$ cat config.mk
export PLATFORM = sky130hd
export DESIGN_NAME = ram_read_arbiter
export DESIGN_NICKNAME = d
export VERILOG_FILES = /design/src/rtl/ram_read_arbiter.sv
export SDC_FILE = /design/constraint.sdc
export NUM_CORES = 1
export LEC_CHECK = 0
export CORE_MARGIN = 1.5
export CORE_UTILIZATION = 45
export DETAILED_ROUTE_END_ITERATION = 8
export DONT_BUFFER_PORTS = 1
export GPL_TIMING_DRIVEN = 0
export PLACE_DENSITY = 0.6
export SYNTH_ARGS = -nofsm -noshare
export SYNTH_HDL_FRONTEND = slang
export SYNTH_SLANG_ARGS = --single-unit
$ cat constraint.sdc
create_clock -name clk -period 2.45 [get_ports clk]
set_input_delay 0.49 -clock clk [delete_from_list [all_inputs] [get_ports clk]]
set_output_delay 0.49 -clock clk [all_outputs]
set_load 0.1 [all_outputs]
$ cat src/rtl/ram_read_arbiter.sv
// ram_read_arbiter: round-robin sharing of one RAM read port among N_REQ level-handshake requesters,
// with a sticky watchdog that answers a stalled read with a zero word.
module ram_read_arbiter #(
  parameter int N_REQ        = 4,
  parameter int RAM_WID      = 32,
  parameter int RAM_WORD_WID = 16,
  parameter int TIMEOUT_WID  = 8,
  parameter int TIMEOUT      = 255
) (
  input  logic                     clk,
  input  logic                     rst_L,
  input  logic [N_REQ-1:0]         req_read,
  input  logic [N_REQ*RAM_WID-1:0] req_addr,
  output logic [RAM_WORD_WID-1:0]  req_word,
  output logic [N_REQ-1:0]         req_valid,
  output logic [N_REQ-1:0]         grant,
  output logic [RAM_WID-1:0]       ram_dma_addr,
  output logic                     ram_read,
  input  logic [RAM_WORD_WID-1:0]  ram_word,
  input  logic                     ram_valid,
  output logic                     timeout_err,
  input  logic                     timeout_clr
);
  localparam int IW = $clog2(N_REQ);
  localparam logic [N_REQ-1:0] ONE = 1;
  typedef enum logic [1:0] {IDLE, BUSY, RELEASE} state_t;
  state_t state;
  logic [IW-1:0] last, idx, pick;
  logic [TIMEOUT_WID-1:0] cnt;
  // Scan downward so the lowest offset after last wins.
  always_comb begin
    pick = '0;
    for (int o = N_REQ; o >= 1; o--)
      if (req_read[(int'(last) + o) % N_REQ]) pick = IW'((int'(last) + o) % N_REQ);
  end
  always_ff @(posedge clk or negedge rst_L) begin
    if (!rst_L) begin
      state        <= IDLE;
      last         <= IW'(N_REQ - 1);
      idx          <= '0;
      cnt          <= '0;
      req_word     <= '0;
      req_valid    <= '0;
      grant        <= '0;
      ram_dma_addr <= '0;
      ram_read     <= 1'b0;
      timeout_err  <= 1'b0;
    end else begin
      if (timeout_clr) timeout_err <= 1'b0;
      case (state)
        IDLE: if (|req_read) begin
          idx          <= pick;
          grant        <= ONE << pick;
          ram_dma_addr <= req_addr[pick*RAM_WID +: RAM_WID];
          ram_read     <= 1'b1;
          cnt          <= '0;
          state        <= BUSY;
        end
        BUSY: begin
          cnt <= cnt + 1'b1;
          if (ram_valid) begin
            ram_read <= 1'b0;
            if (req_read[idx]) begin
              req_word  <= ram_word;
              req_valid <= ONE << idx;
              state     <= RELEASE;
            end else begin
              last  <= idx;
              grant <= '0;
              state <= IDLE;
            end
          end else if (cnt == TIMEOUT_WID'(TIMEOUT)) begin
            ram_read    <= 1'b0;
            timeout_err <= 1'b1;
            req_word    <= '0;
            req_valid   <= ONE << idx;
            state       <= RELEASE;
          end
        end
        RELEASE: if (!req_read[idx]) begin
          req_valid <= '0;
          grant     <= '0;
          last      <= idx;
          state     <= IDLE;
        end
        default: state <= IDLE;
      endcase
    end
  end
endmodule

# After elaboration in Yosys (flattened, before gate mapping)
# Index checks and enable logic that the tools add are counted.
dict set report totals {
  reg_bits 72
  out_inout_bits 58
  elab_cells 103
}
dict set report classes {
  n_addsub 5
  magnitude_cmp 5
  eq_ne 9
  n_shift 3
  mux 49
  n_bitwise 4
  n_reduce_logical 18
}
# operator n
set ops {}
lappend ops {{$shiftx 128x8->32} 1}
lappend ops {{$mux 16} 3}
lappend ops {{$mux 4} 7}
lappend ops {{$mux 2} 11}
lappend ops {{$lt 3x4->1 const B} 4}
lappend ops {{$mux 1} 16}
lappend ops {{$pmux 8 s2} 1}
lappend ops {{$pmux 4 s3} 1}
lappend ops {{$reduce_and 3->1} 4}
lappend ops {{$bmux 1 s2} 5}
lappend ops {{$add 8x1->8 const B} 1}
lappend ops {{$eq 8x8->1 const B} 1}
lappend ops {{$mux 8} 1}
lappend ops {{$pmux 4 s2} 1}
lappend ops {{$reduce_or 2->1} 4}
lappend ops {{$shl 1x2->4 const A} 2}
lappend ops {{$ne 2x2->1 const B} 3}
lappend ops {{$ne 3x3->1 const B} 2}
lappend ops {{$pmux 2 s3} 1}
lappend ops {{$reduce_and 2->1} 3}
lappend ops {{$reduce_bool 2->1} 3}
lappend ops {{$add 2x1->2 const B} 2}
lappend ops {{$add 2x2->2 const B} 2}
lappend ops {{$and 1x1->1 const A} 4}
lappend ops {{other kinds (10)} 10}

# Depth between registers and ports, before layout
dict set report logic_depth {
  depth_word 13
  ltp_mapped 8
  depth_no_buf 7
}

# Least setup slack after synthesis
# No wires, ideal clock.
dict set report synth_timing {
  kind {input-to-reg}
  from {in req_read[3]}
  to {reg req_valid[0]}
  setup_ns 0.125
  arrival_time_ns 1.820
  t_required_ns 2.325
  path_slack_ns 0.504
  stages 5
  n_path_buf 1
  path_cell_list {buf_6 mux4_2 nand2_1 o2111a_1 mux2_2}
}
dict set report synth_between {
  elab_chain_cells 4
  word_cells_on_any_way 5
  classes_between {eq/ne (2); mux (2); reduce/logical (1)}
}
# element line_no
set synth_lines {}
lappend synth_lines {{start: declaration} 12} ;# input logic [N_REQ-1:0] req_read,
lappend synth_lines {{$bmux 1 s2 *} {63, 80}}
lappend synth_lines {{$mux 1 (not written as such) *} {63, 80}}
lappend synth_lines {{$ne 3x3->1 (no line) or $ne 2x2->1 (tied branches)} n/a}
lappend synth_lines {{$reduce_and 4->1 (no line) *} n/a}
lappend synth_lines {{end signal: assignment} 65} ;# req_valid <= ONE << idx;
lappend synth_lines {{end signal: assignment} 76} ;# req_valid <= ONE << idx;
lappend synth_lines {{end: declaration} 15} ;# output logic [N_REQ-1:0] req_valid,
# Every way passes the cells marked *; elsewhere a longest branch is shown, timed or not. The select of a mux whose other input is x is not followed.
# A chain may end at the register's enable or synchronous reset.

# Worst setup path in the final report
dict set report layout_timing {
  from {reg state[1]}
  to {reg ram_dma_addr[8]}
}
dict set report layout_between {
  elab_chain_cells 2
}
# element line_no
set layout_lines {}
lappend layout_lines {{start: declaration} 27} ;# state_t state;
lappend layout_lines {{start signal: assignment} 38} ;# state <= IDLE;
lappend layout_lines {{start signal: assignment} 57} ;# state <= BUSY;
lappend layout_lines {{start signal: assignment} 66} ;# state <= RELEASE;
lappend layout_lines {{$logic_not 2->1} 50} ;# case (state)
lappend layout_lines {{$reduce_and 2->1 (no line)} n/a}
lappend layout_lines {{end signal: assignment} 54} ;# ram_dma_addr <= req_addr[pick*RAM_WID +: RAM_WID];
lappend layout_lines {{end: declaration} 17} ;# output logic [RAM_WID-1:0] ram_dma_addr,
# Every way passes these cells.

==> flow_metrics.tcl <==
set metrics [dict create \
    cts-buffers-inserted 9 \
    crit_path_start_kind "flop" \
    drive_gt1_share_pct 16.01 \
    fin_tns_setup_ns 0 \
    placed_area_mm2 0.004664 \
    r2r_cells 8 \
    rsz0062_at_grt "no" \
    drv_cap 0 \
    antenna_cells 0 \
    num_vias 3790 \
    multiInputGateArea_mm2 0.002437 \
    syn_nets 621 \
    clock_latency_ns 0.36 \
    crit_path_end_kind "flop" \
    critPathCapture "ram_dma_addr[8]" \
    grt_max_degree 73 \
    wl_um 12930 \
    route.detailed.wl_per_inst_um 21.05 \
    core_area_mm2 0.009729 \
    postCtsSetupBuffers 0 \
    nets 633 \
    status "finished, violations left" \
    grt_pass1_wl_um 19500 \
    setup_viol 0 \
    ioPinCount 210 \
    drtIter0Drc 196 \
    async_flop_share_pct 100.0 \
    r2r_setup_slack_ns 0.31 \
    synthCells 464 \
    fmax_mhz 468.4 \
    gp_congestion 0.7857 \
    layout.area.seq_mm2 0.001804 \
    finalMaxSlewViolations 0 \
    overflow 0 \
    track_usage_pct 24.11 \
    synth.distinct_cells 45 \
    drc 0 \
    mostFrequentLayoutCell "nand2_1" \
    dp_hpwl_um 9331 \
    yosysSeqAreaShare_pct 40.11 \
    yosys_warnings 0 \
    avgViaCountPerCell 6.173 \
    worst-endpoint-required_ns 2.73 \
    crit_arrival_ns 2.41 \
    violations "negative hold slack" \
    dieArea_mm2 0.01060 \
    fillers 935 \
    hold_path_class "input port to asynchronous set/reset pin" \
    period_needed_ns 2.135 \
    r2r-end "ram_dma_addr[8]" \
    cp_max_fo 10 \
    dr.pass1.iters 4 \
    crit_type "flop to flop" \
    syn_area_per_cell_um2 9.694 \
    stdcell_count 614 \
    row_count 36 \
    skew_ns 0.01049 \
    most-common-layout-cells "nand2_1, dfrtp_1, nand4_1" \
    r2r-start "state[1]" \
    clk_path_buf_depth 2 \
    grt_pass1_vias 3761 \
    clockRootBuffer "clkbuf_8" \
    synthToLayoutAreaGrowth_pct 8.901 \
    grt_antenna_before_repair 0 \
    cts.sinks 72 \
    dpl.cell_count 597 \
    hold_violations 3 \
    die_x_um 103.0 \
    cts.clk_slew.worst_paths_ns 0.09 \
    start_util_pct 46.23 \
    port_buffers 0 \
    slew-limit-headroom_pct 36.20 \
    fin_hold_ws_ns -0.01324 \
    place_worst_setup_slack_ns 0.2163 \
    syn-cell-area_mm2 0.004498 \
    drt.antenna.violating_nets 0 \
    ys_ff_latch 72 \
    cts_tree "yes" \
    setup_slack_ns 0.3149 \
    die_y_um 103.0 \
    cts-htree-levels 3 \
    synth-edff-count 0 \
    final_cell_area_mm2 0.004898 \
    tightest_slew_ns 0.9570 \
    synth_ff_type "dfrtp_1" \
    critPathLaunch "state[1]" \
    fin_crit_sh_pct 87.15 \
]
==> worst max-delay path, cell delays in order, from the launching register on <==
cell and delay (ns):
dfrtp_1 0.42, inv_1 0.08, ha_1 0.18, clkbuf_1 0.19, nand2_1 0.26, clkbuf_1 0.40
clkbuf_2 0.33, nand2_1 0.10, o211ai_2 0.10
==> layout make-up <==
class                   count  share of cell area (%)
plain buffers              43                   4.853
clock buffers               9                   2.529
clock inverters             7                   1.609
inverters                   6                  0.4598
multi-input cells         343                   49.76
flip-flops and latches     72                   36.83
well taps                 133                   3.397
repair buffers              1                  0.5619
==> metal layers <==
| layer | vias up | track usage, % | routed length (µm) |
|---|---|---|---|
| li1 | 1764 | - | - |
| met1 | 1834 | 30.43 | 5282 |
| met2 | 177 | 39.52 | 6339 |
| met3 | 15 | 7.593 | 1118 |
| met4 | 0 | 7.588 | 186 |
| met5 | - | 0 | 0 |
==> flip-flops by register name, summed over array words and instances (netlist names), 2 cells and up <==
register,cells
grant,4
state,2
last,2
cnt,8
req_valid,4
idx,2
req_word,16
ram_dma_addr,32
==> cells in the mapped netlist, types with 2 or more instances <==
cell / n / area share, %
mux2_2: 5 / 1.3
nand2b_1: 3 / 0.42
buf_6: 5 / 1.3
mux2i_1: 32 / 7.1
o21a_1: 2 / 0.33
a211o_1: 32 / 6.2
o211ai_2: 28 / 7.8
nor2_1: 15 / 1.3
dfstp_2: 2 / 1.2
a32o_1: 5 / 1.1
o211ai_1: 4 / 0.67
ha_1: 5 / 1.4
nor2b_1: 2 / 0.28
clkbuf_1: 28 / 2.3
a21o_1: 3 / 0.50
xnor2_1: 5 / 0.97
o21ai_1: 14 / 1.6
nand3_1: 7 / 0.78
buf_4: 9 / 1.5
nand2_1: 82 / 6.8
nand4_1: 33 / 4.6
o31ai_1: 32 / 5.3
nor3_1: 6 / 0.67
dfrtp_1: 70 / 39
inv_1: 6 / 0.50
o21ai_0: 10 / 1.1
==> worst min path at each step <==
stage / endpoint / slack, ns / cells past startpoint
final: cnt[0] / -0.01 / 1
after global routing: req_word[5] / 0.03 / 1
after CTS: ram_dma_addr[10] / 0.03 / 1
after detailed placement: timeout_err / 0.20 / 0
after floorplan: cnt[0] / 0.19 / 0
after global placement: ram_read / 0.20 / 0
==> logic make-up after synthesis <==
kind of cell	Yosys count	synth area share (%)
xor+xnor	6	1.168
flops	72	40.11
simple gates	156	16.38
fa+ha+maj	5	1.391
compound gates	138	26.37
buf+inv	49	5.702
mux	38	8.873
==> what timing repair did <==
action,4_1_cts,5_1_grt
gates resized for setup,0,6
hold buffers,1,0
endpoints found under the setup margin,0,28
endpoints found under the hold margin,72,0
==> per-stage QoR <==
step | hold WS (ns) | util, %
after floorplan | 0.1944 | -
after global placement | 0.1975 | 47.94
after detailed placement | 0.1986 | 47.94
after CTS | 0.03039 | 50.31
after global routing | 0.02894 | 50.35
final | -0.01324 | 50.35
Power is left out: the tool's default activity adds up to more than one toggle a clock period on the data nets, which glitch-free logic cannot reach.
